<file path="src/rtl/qix_video_pkg.sv">
// Shared definitions for the Qix video board VRAM path.
// The CPU FSM gains the masked-write states when QIX_VRAM_RMW_EN is defined.
package qix_video_pkg;

  localparam int unsigned QIX_ADDR_W = 16;
  localparam int unsigned QIX_DATA_W = 8;
  localparam int unsigned VRAM_SIZE  = 65536;

  typedef enum logic [2:0] {
    CPU_IDLE,
    CPU_WR,
    CPU_RD,
    CPU_RD_CAP,
`ifdef QIX_VRAM_RMW_EN
    CPU_RMW_RD,
    CPU_RMW_CAP,
    CPU_RMW_WR,
`endif
    CPU_ACK
  } cpu_state_e;

endpackage

</file>
<file path="src/rtl/qix_vram_arbiter.sv">
// Single-port VRAM arbiter: scan-out fetches take priority over the 6809E video CPU.
// Optional masked read-modify-write CPU writes via QIX_VRAM_RMW_EN.
module qix_vram_arbiter
  import qix_video_pkg::*;
#(
  parameter int unsigned ADDR_W = QIX_ADDR_W,
  parameter int unsigned DATA_W = QIX_DATA_W
) (
  input  logic              clk_20m,
  input  logic              reset,
  input  logic              disp_req,
  input  logic [ADDR_W-1:0] disp_addr,
  output logic [DATA_W-1:0] disp_data,
  output logic              disp_valid,
  output logic              disp_overrun,
  input  logic              cpu_req,
  input  logic              cpu_we,
  input  logic [ADDR_W-1:0] cpu_addr,
  input  logic [DATA_W-1:0] cpu_din,
  input  logic [DATA_W-1:0] cpu_mask,
  output logic [DATA_W-1:0] cpu_dout,
  output logic              cpu_ack,
  output logic              cpu_wait,
  output logic [ADDR_W-1:0] ram_addr,
  output logic [DATA_W-1:0] ram_din,
  output logic              ram_we,
  input  logic [DATA_W-1:0] ram_dout
);

  cpu_state_e        state, state_nxt;
  logic              pend_valid;
  logic [ADDR_W-1:0] pend_addr;
  logic              disp_rd_d1;
  logic              disp_direct;
  logic              disp_issue;
  logic [ADDR_W-1:0] disp_addr_sel;
  logic              accept;
  logic [ADDR_W-1:0] cpu_addr_q;
  logic [DATA_W-1:0] cpu_din_q;

`ifdef QIX_VRAM_RMW_EN
  logic [DATA_W-1:0] cpu_mask_q;
  logic [DATA_W-1:0] old_q;
  logic [DATA_W-1:0] merged;
  assign merged = (old_q & ~cpu_mask_q) | (cpu_din_q & cpu_mask_q);
`else
  logic mask_unused;
  assign mask_unused = ^cpu_mask;
`endif

  // Fetches are spaced at least two slots apart: a request right after an
  // issued fetch parks in the pending latch and goes out in the next slot.
  always_comb begin
    disp_direct   = !reset && disp_req && !pend_valid && !disp_rd_d1;
    disp_issue    = !reset && (pend_valid || disp_direct);
    disp_addr_sel = pend_valid ? pend_addr : disp_addr;
  end

  always_ff @(posedge clk_20m or posedge reset) begin
    if (reset) begin
      pend_valid   <= 1'b0;
      pend_addr    <= '0;
      disp_rd_d1   <= 1'b0;
      disp_valid   <= 1'b0;
      disp_data    <= '0;
      disp_overrun <= 1'b0;
    end else begin
      disp_rd_d1 <= disp_issue;
      disp_valid <= disp_rd_d1;
      if (disp_rd_d1)
        disp_data <= ram_dout;
      if (disp_req && pend_valid)
        disp_overrun <= 1'b1;
      pend_valid <= disp_req && !pend_valid && disp_rd_d1;
      if (disp_req && !pend_valid && disp_rd_d1)
        pend_addr <= disp_addr;
    end
  end

  always_comb begin
    state_nxt = state;
    accept    = 1'b0;
    cpu_wait  = 1'b0;
    ram_we    = 1'b0;
    ram_din   = '0;
    ram_addr  = disp_issue ? disp_addr_sel : '0;
    unique case (state)
      CPU_IDLE: begin
        if (!reset && cpu_req) begin
          if (disp_issue) begin
            cpu_wait = 1'b1;
          end else begin
            accept = 1'b1;
`ifdef QIX_VRAM_RMW_EN
            if (cpu_we)
              state_nxt = (cpu_mask != '1) ? CPU_RMW_RD : CPU_WR;
            else
              state_nxt = CPU_RD;
`else
            state_nxt = cpu_we ? CPU_WR : CPU_RD;
`endif
          end
        end
      end
      CPU_WR: begin
        if (disp_issue) begin
          cpu_wait = 1'b1;
        end else begin
          ram_addr  = cpu_addr_q;
          ram_din   = cpu_din_q;
          ram_we    = 1'b1;
          state_nxt = CPU_ACK;
        end
      end
      CPU_RD: begin
        if (disp_issue) begin
          cpu_wait = 1'b1;
        end else begin
          ram_addr  = cpu_addr_q;
          state_nxt = CPU_RD_CAP;
        end
      end
      CPU_RD_CAP: state_nxt = CPU_ACK;
`ifdef QIX_VRAM_RMW_EN
      CPU_RMW_RD: begin
        if (disp_issue) begin
          cpu_wait = 1'b1;
        end else begin
          ram_addr  = cpu_addr_q;
          state_nxt = CPU_RMW_CAP;
        end
      end
      CPU_RMW_CAP: state_nxt = CPU_RMW_WR;
      CPU_RMW_WR: begin
        if (disp_issue) begin
          cpu_wait = 1'b1;
        end else begin
          ram_addr  = cpu_addr_q;
          ram_din   = merged;
          ram_we    = 1'b1;
          state_nxt = CPU_ACK;
        end
      end
`endif
      CPU_ACK: state_nxt = CPU_IDLE;
      default: state_nxt = CPU_IDLE;
    endcase
  end

  assign cpu_ack = (state == CPU_ACK);

  always_ff @(posedge clk_20m or posedge reset) begin
    if (reset) begin
      state      <= CPU_IDLE;
      cpu_addr_q <= '0;
      cpu_din_q  <= '0;
      cpu_dout   <= '0;
`ifdef QIX_VRAM_RMW_EN
      cpu_mask_q <= '0;
      old_q      <= '0;
`endif
    end else begin
      state <= state_nxt;
      if (accept) begin
        cpu_addr_q <= cpu_addr;
        cpu_din_q  <= cpu_din;
`ifdef QIX_VRAM_RMW_EN
        cpu_mask_q <= cpu_mask;
`endif
      end
      if (state == CPU_RD_CAP)
        cpu_dout <= ram_dout;
`ifdef QIX_VRAM_RMW_EN
      if (state == CPU_RMW_CAP)
        old_q <= ram_dout;
`endif
    end
  end

endmodule

</file>
<file path="config.mk">
export PLATFORM = sky130hd
export DESIGN_NAME = qix_vram_arbiter
export DESIGN_NICKNAME = d
export VERILOG_FILES = /design/src/rtl/qix_video_pkg.sv /design/src/rtl/qix_vram_arbiter.sv
export SDC_FILE = /design/constraint.sdc
export NUM_CORES = 1
export LEC_CHECK = 0
export CAP_MARGIN = 20
export CORE_ASPECT_RATIO = 0.5
export CORE_MARGIN = 8
export CORE_UTILIZATION = 45
export CTS_BUF_LIST = sky130_fd_sc_hd__clkbuf_2
export DETAILED_ROUTE_END_ITERATION = 16
export GPL_ROUTABILITY_DRIVEN = 0
export PLACE_DENSITY = 0.8
export SLEW_MARGIN = 20
export SYNTH_ARGS = -nofsm -noshare
export SYNTH_HDL_FRONTEND = slang
export SYNTH_SLANG_ARGS = --single-unit
</file>
<file path="constraint.sdc">
create_clock -name clk_20m -period 4.03 [get_ports clk_20m]
set_clock_uncertainty 0.15 [all_clocks]
set_input_delay 0.6045 -clock clk_20m [delete_from_list [all_inputs] [get_ports clk_20m]]
set_output_delay 0.6045 -clock clk_20m [all_outputs]
set_load 0.01 [all_outputs]
</file>
==> results of run 1 <==
-- logic make-up after synthesis --
kind of cell | Yosys count | share of synthesized area
xor gates and xnor gates | 1 | 0.002987
muxes | 56 | 0.2338
and+or+nand+nor | 74 | 0.1220
buffers and inverters | 15 | 0.03925
AOI/OAI and AO/OA | 23 | 0.06442
DFF | 63 | 0.5375
-- routing by layer --
metal / GRT usage / part of all wire
met5: 0 / 0
met4: 0.05357 / 0.011
met3: 0.04665 / 0.061
met2: 0.2731 / 0.51
met1: 0.1735 / 0.41
-- state kept, by name, summed over array words and instances (netlist names) --
register      flops
cpu_addr_q       16
cpu_din_q         8
cpu_dout          8
disp_data         8
disp_overrun      1
disp_rd_d1        1
disp_valid        1
pend_addr        16
pend_valid        1
state             3
-- worst max path at each step --
stage                         endpoint  slack, ns
after global placement     ram_addr[2]       0.59
after global routing        ram_din[6]       0.36
after detailed placement   ram_addr[3]       0.56
after floorplan           ram_addr[10]       0.29
after CTS                  ram_addr[3]       0.46
final                      ram_addr[3]       0.51
-- power by group --
part	leakage (nW)	internal, W	switching (W)
Clock	0.0577	0.0000810	0.000206
Sequential	0.761	0.000860	0.000146
Combinational	0.927	0.000638	0.000396
-- per-stage QoR --
stage / std cells / power, W / util
2_1_floorplan: 232 / 0.001594 / -
3_3_place_gp: 411 / 0.002018 / 0.6399
3_5_place_dp: 411 / 0.002064 / 0.6399
4_1_cts: 425 / 0.002355 / 0.6512
5_1_grt: 425 / 0.002463 / 0.6512
6_report: 425 / 0.002329 / 0.6512
-- final cells by class --
cell class / instances / area [sq um] / area share
Timing Repair Buffer: 103 / 1016 / 0.2524
Clock buffer: 12 / 60.06 / 0.01492
Multi-Input combinational cell: 154 / 1241 / 0.3084
Inverter: 3 / 11.26 / 0.002798
Sequential cell: 63 / 1577 / 0.3917
Clock inverter: 2 / 10.01 / 0.002487
Tap cell: 88 / 110.1 / 0.02735
-- placed cells by master, fill, tap and decap left out --
cell type        count
clkdlybuf4s50_1     97
dfrtp_1             63
nand2_1             48
mux2_2              20
mux2_4              20
mux2i_1             16
o2bb2ai_1           16
clkbuf_2            12
and2_1               8
buf_4                6
nor2_1               5
nand2b_1             3
nand3b_1             2
clkinv_2             2
clkinv_1             1
a21o_1               1
nor2b_1              1
or2_2                1
or4_4                1
nor2_8               1
inv_2                1
o21ai_1              1
inv_1                1
xor2_1               1
a21oi_2              1
nor3b_2              1
o21a_1               1
nor3b_1              1
a31oi_1              1
or3_1                1
o41ai_1              1
a21oi_1              1
nor3_1               1
-- cells in the mapped netlist, types with 2 or more instances --
master	count
dfrtp_1	63
buf_2	3
nand3b_1	2
nand2_1	48
buf_12	2
and2_1	8
nor2_1	5
nand2b_1	3
mux2i_1	16
inv_1	2
mux2_2	20
o2bb2ai_1	16
buf_1	2
buf_6	2
mux2_4	20
buf_4	2
-- critical path, cell delays in order, from the launching register on --
cell,delay [ns]
dfrtp_1,0.65
nor2b_1,0.14
or2_2,0.36
a21oi_2,0.15
buf_4,0.24
o2bb2ai_1,0.18
clkdlybuf4s50_1,0.59
==> flow_summary.toml, run 1 <==
[cts]
cts.sinks = 63
cts_tree = "done"
clkSlewWorstSetupHoldPaths_ns = 0.15
cts_hold_buf = 0
root_buffer = "clkbuf_2"
insertion_delay_ns = 0.46
post_cts_resized = 0
cts_htree_levels = 3
cts.path.max_buffers = 2
post_cts_buffers = 0
cts_buffers = 9

[detailed_routing]
wl_per_cell_um = 16.92
drc = 0
avgViaCountPerCell = 5.111
drtPass1Iterations = 5
detail-route-antenna-nets = 0
vias = 2172
drt-total-wl_um = 7193
drt_iter0_drc = 75

[worst_setup_path]
cp-start-kind = "flip-flop"
startpoint = "disp_rd_d1"
regToRegSetupSlack_ns = 1.73
ff2ff_path_depth = 4
criticalPathCategory = "flip-flop to primary output"
crit_fanout = 16
crit_arrival_ns = 2.77
rr_endpoint = "cpu_addr_q[14]"
required_ns = 3.28
worst_r2r_startpoint = "disp_rd_d1"
cp-end-kind = "primary output"

[die]
row_count = 20
dieArea_sq_mm = 0.009513
fp.dieH_um = 73.09
pin_count = 106
die_w_um = 130.2
core_sq_mm = 0.006181
initial_utilization = 0.4745

[final_layout]
stdcell_area_sq_mm = 0.004025
diodes = 0
nets = 395
num-fill-cells = 490
area_delta_synth_final_pct = 37.24
layout-drive-gt1-share = 0.1958

[grt]
grt_max_degree = 36
antenna_found_initial = 0
grt-ovfl-total = 0
gr-usage-all-layers = 0.1541
grt_pass1_wl_um = 11450
first_global_vias = 2288

[logic_synthesis]
ys_types = 34
syn_avg_cell_area_sq_um = 12.64
syn_nets = 293
async_flop_share = 1.000
netlist_instances = 232
yosys-top-cells-area = "dfrtp_1, mux2_4, mux2_2, nand2_1, mux2i_1"
synth_top_area_cell = "dfrtp_1"
ys_seq_elements = 63
yosysTopAreaCellShare = 0.5375
yosysSeqAreaShare = 0.5375
synthFlopType = "dfrtp_1"
synth_edf_count = 0
syn-cell-area_sq_mm = 0.002933
synth_warnings = 0

[placement]
io_buffers = 97
dp_slack_ns = 0.5565
placedInstanceArea_sq_mm = 0.003955
hpwlAfterDp_um = 5355

[sta]
setup_violations = 0
timing.final.ws_setup_ns = 0.5086
relSlewSlack = 0.6190
fin_tns_setup_ns = 0
finalHoldViolCount = 0
holdWs_ns = 0.3290
min_period_over_period = 0.8738
rsz0062_at_grt = "false"
fmax_mhz = 284.0
tightest_slew_ns = 0.5690
maxSlewViolCount = 0
finalCriticalPeriod_ns = 3.521

[worst_hold_path]
hold_class = "flip-flop to flip-flop"
hold_end = "disp_overrun"
hold_path_startpoint = "disp_overrun"
hold_depth = 1

[pwr]
power_density_mw_per_mm2 = 578.5
p_leak_nw = 1.746
vdd_drop_max_mv = 0.2148

[run]
cap_viol_max_count = 0

[run_status]
status = "completed"
No activity file was read; power rests on OpenSTA's default activity.
==> run 2: changes to the inputs <==
--- a/config.mk
+++ b/config.mk
@@ -12,7 +12,9 @@
 export CTS_BUF_LIST = sky130_fd_sc_hd__clkbuf_2
 export DETAILED_ROUTE_END_ITERATION = 16
 export GPL_ROUTABILITY_DRIVEN = 0
+export MAX_ROUTING_LAYER = met4
 export PLACE_DENSITY = 0.8
+export RECOVER_POWER = 100
 export SLEW_MARGIN = 20
 export SYNTH_ARGS = -nofsm -noshare
 export SYNTH_HDL_FRONTEND = slang
==> flow_summary.toml, run 2 (synthesized netlist as in run 1, its figures left out) <==
[run_status]
status = "finished with violations"
violations = "max-capacitance violations, max-slew violations"

[pwr]
vdd_drop_max_mv = 0.2032
p_leak_nw = 1.717
power_density_mw_per_mm2 = 551.4

[worst_setup_path]
crit_slowest_cell = "nor2_1"
path_buf_inv = 1
cp-end-kind = "flip-flop"
cp_cell_sequence = "dlygate4sd3_1, nand2b_1, or4_1, nor2_1, mux2_2"
crit_arrival_ns = 3.84
crit_fanout = 24
cp-start-kind = "primary input"
slowest_delay_ns = 1.60
required_ns = 4.23
cpLargestDelayFamily = "simple AND/OR/NAND/NOR gates"
criticalPathCategory = "primary input to flip-flop"

[sta]
fin_tns_setup_ns = 0
finalCriticalPeriod_ns = 3.641
fmax_mhz = 274.7
finalHoldViolCount = 0
min_period_over_period = 0.9034
relSlewSlack = -0.4328
tightest_slew_ns = 2.141
holdWs_ns = 0.3253
rsz0062_at_grt = "false"
setup_violations = 0
maxSlewViolCount = 91

[cts]
insertion_delay_ns = 0.46
cts_tree = "done"
cts_buffers = 9
cts.path.max_buffers = 2
clkSlewWorstSetupHoldPaths_ns = 0.14
cts.sinks = 63
cts_htree_levels = 3
post_cts_buffers = 0
post_cts_resized = 0
root_buffer = "clkbuf_2"
cts_hold_buf = 0

[placement]
hpwlAfterDp_um = 5355
dpl.cell_count = 411
placedInstanceArea_sq_mm = 0.003955
io_buffers = 97

[grt]
grt_max_degree = 36
antenna_found_initial = 0
first_global_vias = 2299
grt_pass1_wl_um = 11470
grt-ovfl-total = 0
gr-usage-all-layers = 0.1585

[die]
core_sq_mm = 0.006181
fp.dieH_um = 73.09
pin_count = 106
row_count = 20
dieArea_sq_mm = 0.009513
die_w_um = 130.2
initial_utilization = 0.4745

[detailed_routing]
drc = 0
wl_per_cell_um = 16.68
drt_iter0_drc = 79
drt-total-wl_um = 7088
detail-route-antenna-nets = 0
avgViaCountPerCell = 5.045
drtPass1Iterations = 4
vias = 2144

[final_layout]
post-route-util = 0.6342
top_regs = "cpu_addr_q (16), pend_addr (16)"
layout-drive-gt1-share = 0.1217
stdcell_area_sq_mm = 0.003920
num-fill-cells = 529
final_common_cell = "dfrtp_1"
multi_input_area_sq_mm = 0.001154
register_area_sq_mm = 0.001577
nets = 395
diodes = 0
final_cell_mix = "dfrtp_1, clkdlybuf4s50_1, nand2_1"
area_delta_synth_final_pct = 33.66
final_cells = 425

[run]
cap_viol_max_count = 3

[worst_hold_path]
hold_class = "flip-flop to flip-flop"
-- run 2: layer usage --
metal / GRT usage / routed length [um] / up-vias
met4: 0.05357 / 65 / 0
met1: 0.1779 / 3010 / 1069
li1: - / - / 1013
met2: 0.2731 / 3666 / 52
met5: - / 0 / -
met3: 0.04009 / 346 / 10
-- run 2: path summary, 6_finish.rpt --
path | startpoint | end | slack [ns] | cells past startpoint
worst min-delay path | disp_overrun | disp_overrun | 0.33 | 1
max in group asynchronous | reset | disp_data[5] | 1.42 | 3
worst min register to register | disp_overrun | disp_overrun | 0.33 | 1
worst max-delay path | reset | cpu_addr_q[14] | 0.39 | 5
worst max register to register | disp_rd_d1 | cpu_addr_q[14] | 0.63 | 4
min in group asynchronous | reset | pend_addr[0] | 1.10 | 3
-- run 2: area by class of cell --
cell class                      count  area share
Timing Repair Buffer              103      0.2547
Multi-Input combinational cell    154      0.2943
Sequential cell                    63      0.4022
Tap cell                           88     0.02809
Inverter                            3    0.002873
Clock inverter                      2    0.002553
Clock buffer                       12     0.01532
-- run 2: stage by stage --
stage                     total power [W]  setup WS, ns
after floorplan                  0.001594        0.2934
after global placement           0.002018        0.5853
after detailed placement         0.002064        0.5565
after CTS                        0.002355        0.4587
after global routing             0.002294        0.2202
final                            0.002162        0.3894
-- run 2: report_power, final --
group / switching (W) / internal, W / total [W] / leakage, nW
registers: 0.000138 / 0.000860 / 0.000997 / 0.761
logic: 0.000381 / 0.000497 / 0.000879 / 0.898
clock network: 0.000204 / 0.0000810 / 0.000285 / 0.0577
==> run 3: changes to the inputs <==
--- a/config.mk
+++ b/config.mk
@@ -8,12 +8,12 @@
 export CAP_MARGIN = 20
 export CORE_ASPECT_RATIO = 0.5
 export CORE_MARGIN = 8
-export CORE_UTILIZATION = 45
+export CORE_UTILIZATION = 25
 export CTS_BUF_LIST = sky130_fd_sc_hd__clkbuf_2
 export DETAILED_ROUTE_END_ITERATION = 16
 export GPL_ROUTABILITY_DRIVEN = 0
 export MAX_ROUTING_LAYER = met4
-export PLACE_DENSITY = 0.8
+export PLACE_DENSITY = 0.49
 export RECOVER_POWER = 100
 export SLEW_MARGIN = 20
 export SYNTH_ARGS = -nofsm -noshare
==> flow_summary.toml, run 3 (synthesized netlist as in run 1, its figures left out) <==
[final_layout]
num-fill-cells = 1193
register_area_sq_mm = 0.001577
diodes = 0
nets = 395
top_regs = "cpu_addr_q (16), pend_addr (16)"
area_delta_synth_final_pct = 40.27
final_common_cell = "dfrtp_1"
multi_input_area_sq_mm = 0.001154
layout-drive-gt1-share = 0.1386
final_cell_mix = "dfrtp_1, clkdlybuf4s50_1, nand2_1"

[detailed_routing]
wl_met2_um = 4012
drt_iter0_drc = 102
route.met3.wl_um = 291
routed.top_layer = "met4"
avgViaCountPerCell = 4.143
drtPass1Iterations = 4
wl_per_cell_um = 15.21
detail-route-antenna-nets = 0
drc = 0
met1Wirelength_um = 3292
drt-total-wl_um = 7664
vias = 2088

[pwr]
internal_power_w = 0.001637
clock_power_share = 0.212
power_switching_w = 0.0007482
p_comb_frac = 0.373
power_density_mw_per_mm2 = 579.8
vdd_drop_max_mv = 0.1432
pwr-share-seq = 0.415
p_leak_nw = 1.762
swShare = 0.3137

[sta]
holdWs_ns = 0.3356
setup_violations = 0
fin_tns_setup_ns = 0
min_period_over_period = 0.9138
rsz0062_at_grt = "false"
finalCriticalPeriod_ns = 3.682
timing.final.ws_setup_ns = 0.3476
tightest_slew_ns = 2.168
fmax_mhz = 271.6
relSlewSlack = -0.4506
finalHoldViolCount = 0
maxSlewViolCount = 90

[cts]
cts.sinks = 63
cts_buffers = 9
root_buffer = "clkbuf_2"
post_cts_buffers = 0
cts.path.max_buffers = 2
cts_htree_levels = 3
clkSlewWorstSetupHoldPaths_ns = 0.16
insertion_delay_ns = 0.49
cts_hold_buf = 0
post_cts_resized = 0
cts_tree = "done"

[die]
pin_count = 106
fp.dieH_um = 92.59
dieArea_sq_mm = 0.01566
die_w_um = 169.2
initial_utilization = 0.2522
core_sq_mm = 0.01163
row_count = 28

[run_status]
status = "finished with violations"
violations = "max-capacitance violations, max-slew violations"

[placement]
hpwlAfterDp_um = 5671
io_buffers = 97
dp_slack_ns = 0.5274

[run]
cap_viol_max_count = 2

[grt]
grt_max_degree = 65
gr-usage-all-layers = 0.1040
grt_pass1_wl_um = 12400
antenna_found_initial = 0
first_global_vias = 2281
grt-ovfl-total = 0

[worst_hold_path]
hold_class = "flip-flop to flip-flop"

[worst_setup_path]
crit_arrival_ns = 2.93
crit_fanout = 10
cp-end-kind = "primary output"
required_ns = 3.28
criticalPathCategory = "primary input to primary output"
cp-start-kind = "primary input"
## run 3: cell types whose count changed in the layout (fill, tap and decap cells not counted), sizes merged
| cell | change |
|---|---|
| clkbuf | -4 |
| buf | +2 |
| clkinv | +1 |
| bufinv | +3 |
## run 3: critical path: stages
cell and delay, ns:
dlygate4sd3_1 0.57, nor2b_1 0.17, or2_2 0.33, a21oi_2 0.18
clkbuf_2 0.27, o2bb2ai_1 0.16, dlygate4sd3_1 0.64
## run 3: cell type report
class,instances,share of cell area
Clock buffer,10,0.01217
Clock inverter,6,0.02646
Inverter,3,0.002737
Multi-Input combinational cell,154,0.2804
Sequential cell,63,0.3832
Tap cell,165,0.05018
Timing Repair Buffer,103,0.2448
## run 3: worst paths after layout
path | from | end | slack (ns) | cells past startpoint
max | disp_req | ram_addr[9] | 0.35 | 7
min | disp_overrun | disp_overrun | 0.34 | 1
max reg2reg | disp_rd_d1 | cpu_addr_q[15] | 0.57 | 4
min reg2reg | disp_overrun | disp_overrun | 0.34 | 1
max in group asynchronous | reset | disp_data[0] | 1.73 | 3
min in group asynchronous | reset | cpu_din_q[2] | 1.04 | 3
## run 3: metrics by stage
step / util / std cells / power, W / area [sq um]
2_1_floorplan: - / 232 / 0.001594 / 2933
3_3_place_gp: 0.3483 / 488 / 0.002054 / 4051
3_5_place_dp: 0.3483 / 488 / 0.002080 / 4051
4_1_cts: 0.3620 / 504 / 0.002594 / 4210
5_1_grt: 0.3537 / 504 / 0.002548 / 4114
6_report: 0.3537 / 504 / 0.002385 / 4114
## run 3: power by group through the flow
stage / logic, W / clock network [W] / registers [W]
after global placement: 0.00105 / 0 / 0.00101
after global routing: 0.000970 / 0.000551 / 0.00103
after floorplan: 0.000599 / 0 / 0.000995
final: 0.000891 / 0.000505 / 0.000990
after CTS: 0.00107 / 0.000524 / 0.00100
after detailed placement: 0.00106 / 0 / 0.00102
## run 3: metal layers
metal,vias up,global-route usage
met4,0,0.03365
met2,37,0.1747
met1,1033,0.1180
li1,1010,-
met3,8,0.03183
met5,-,-
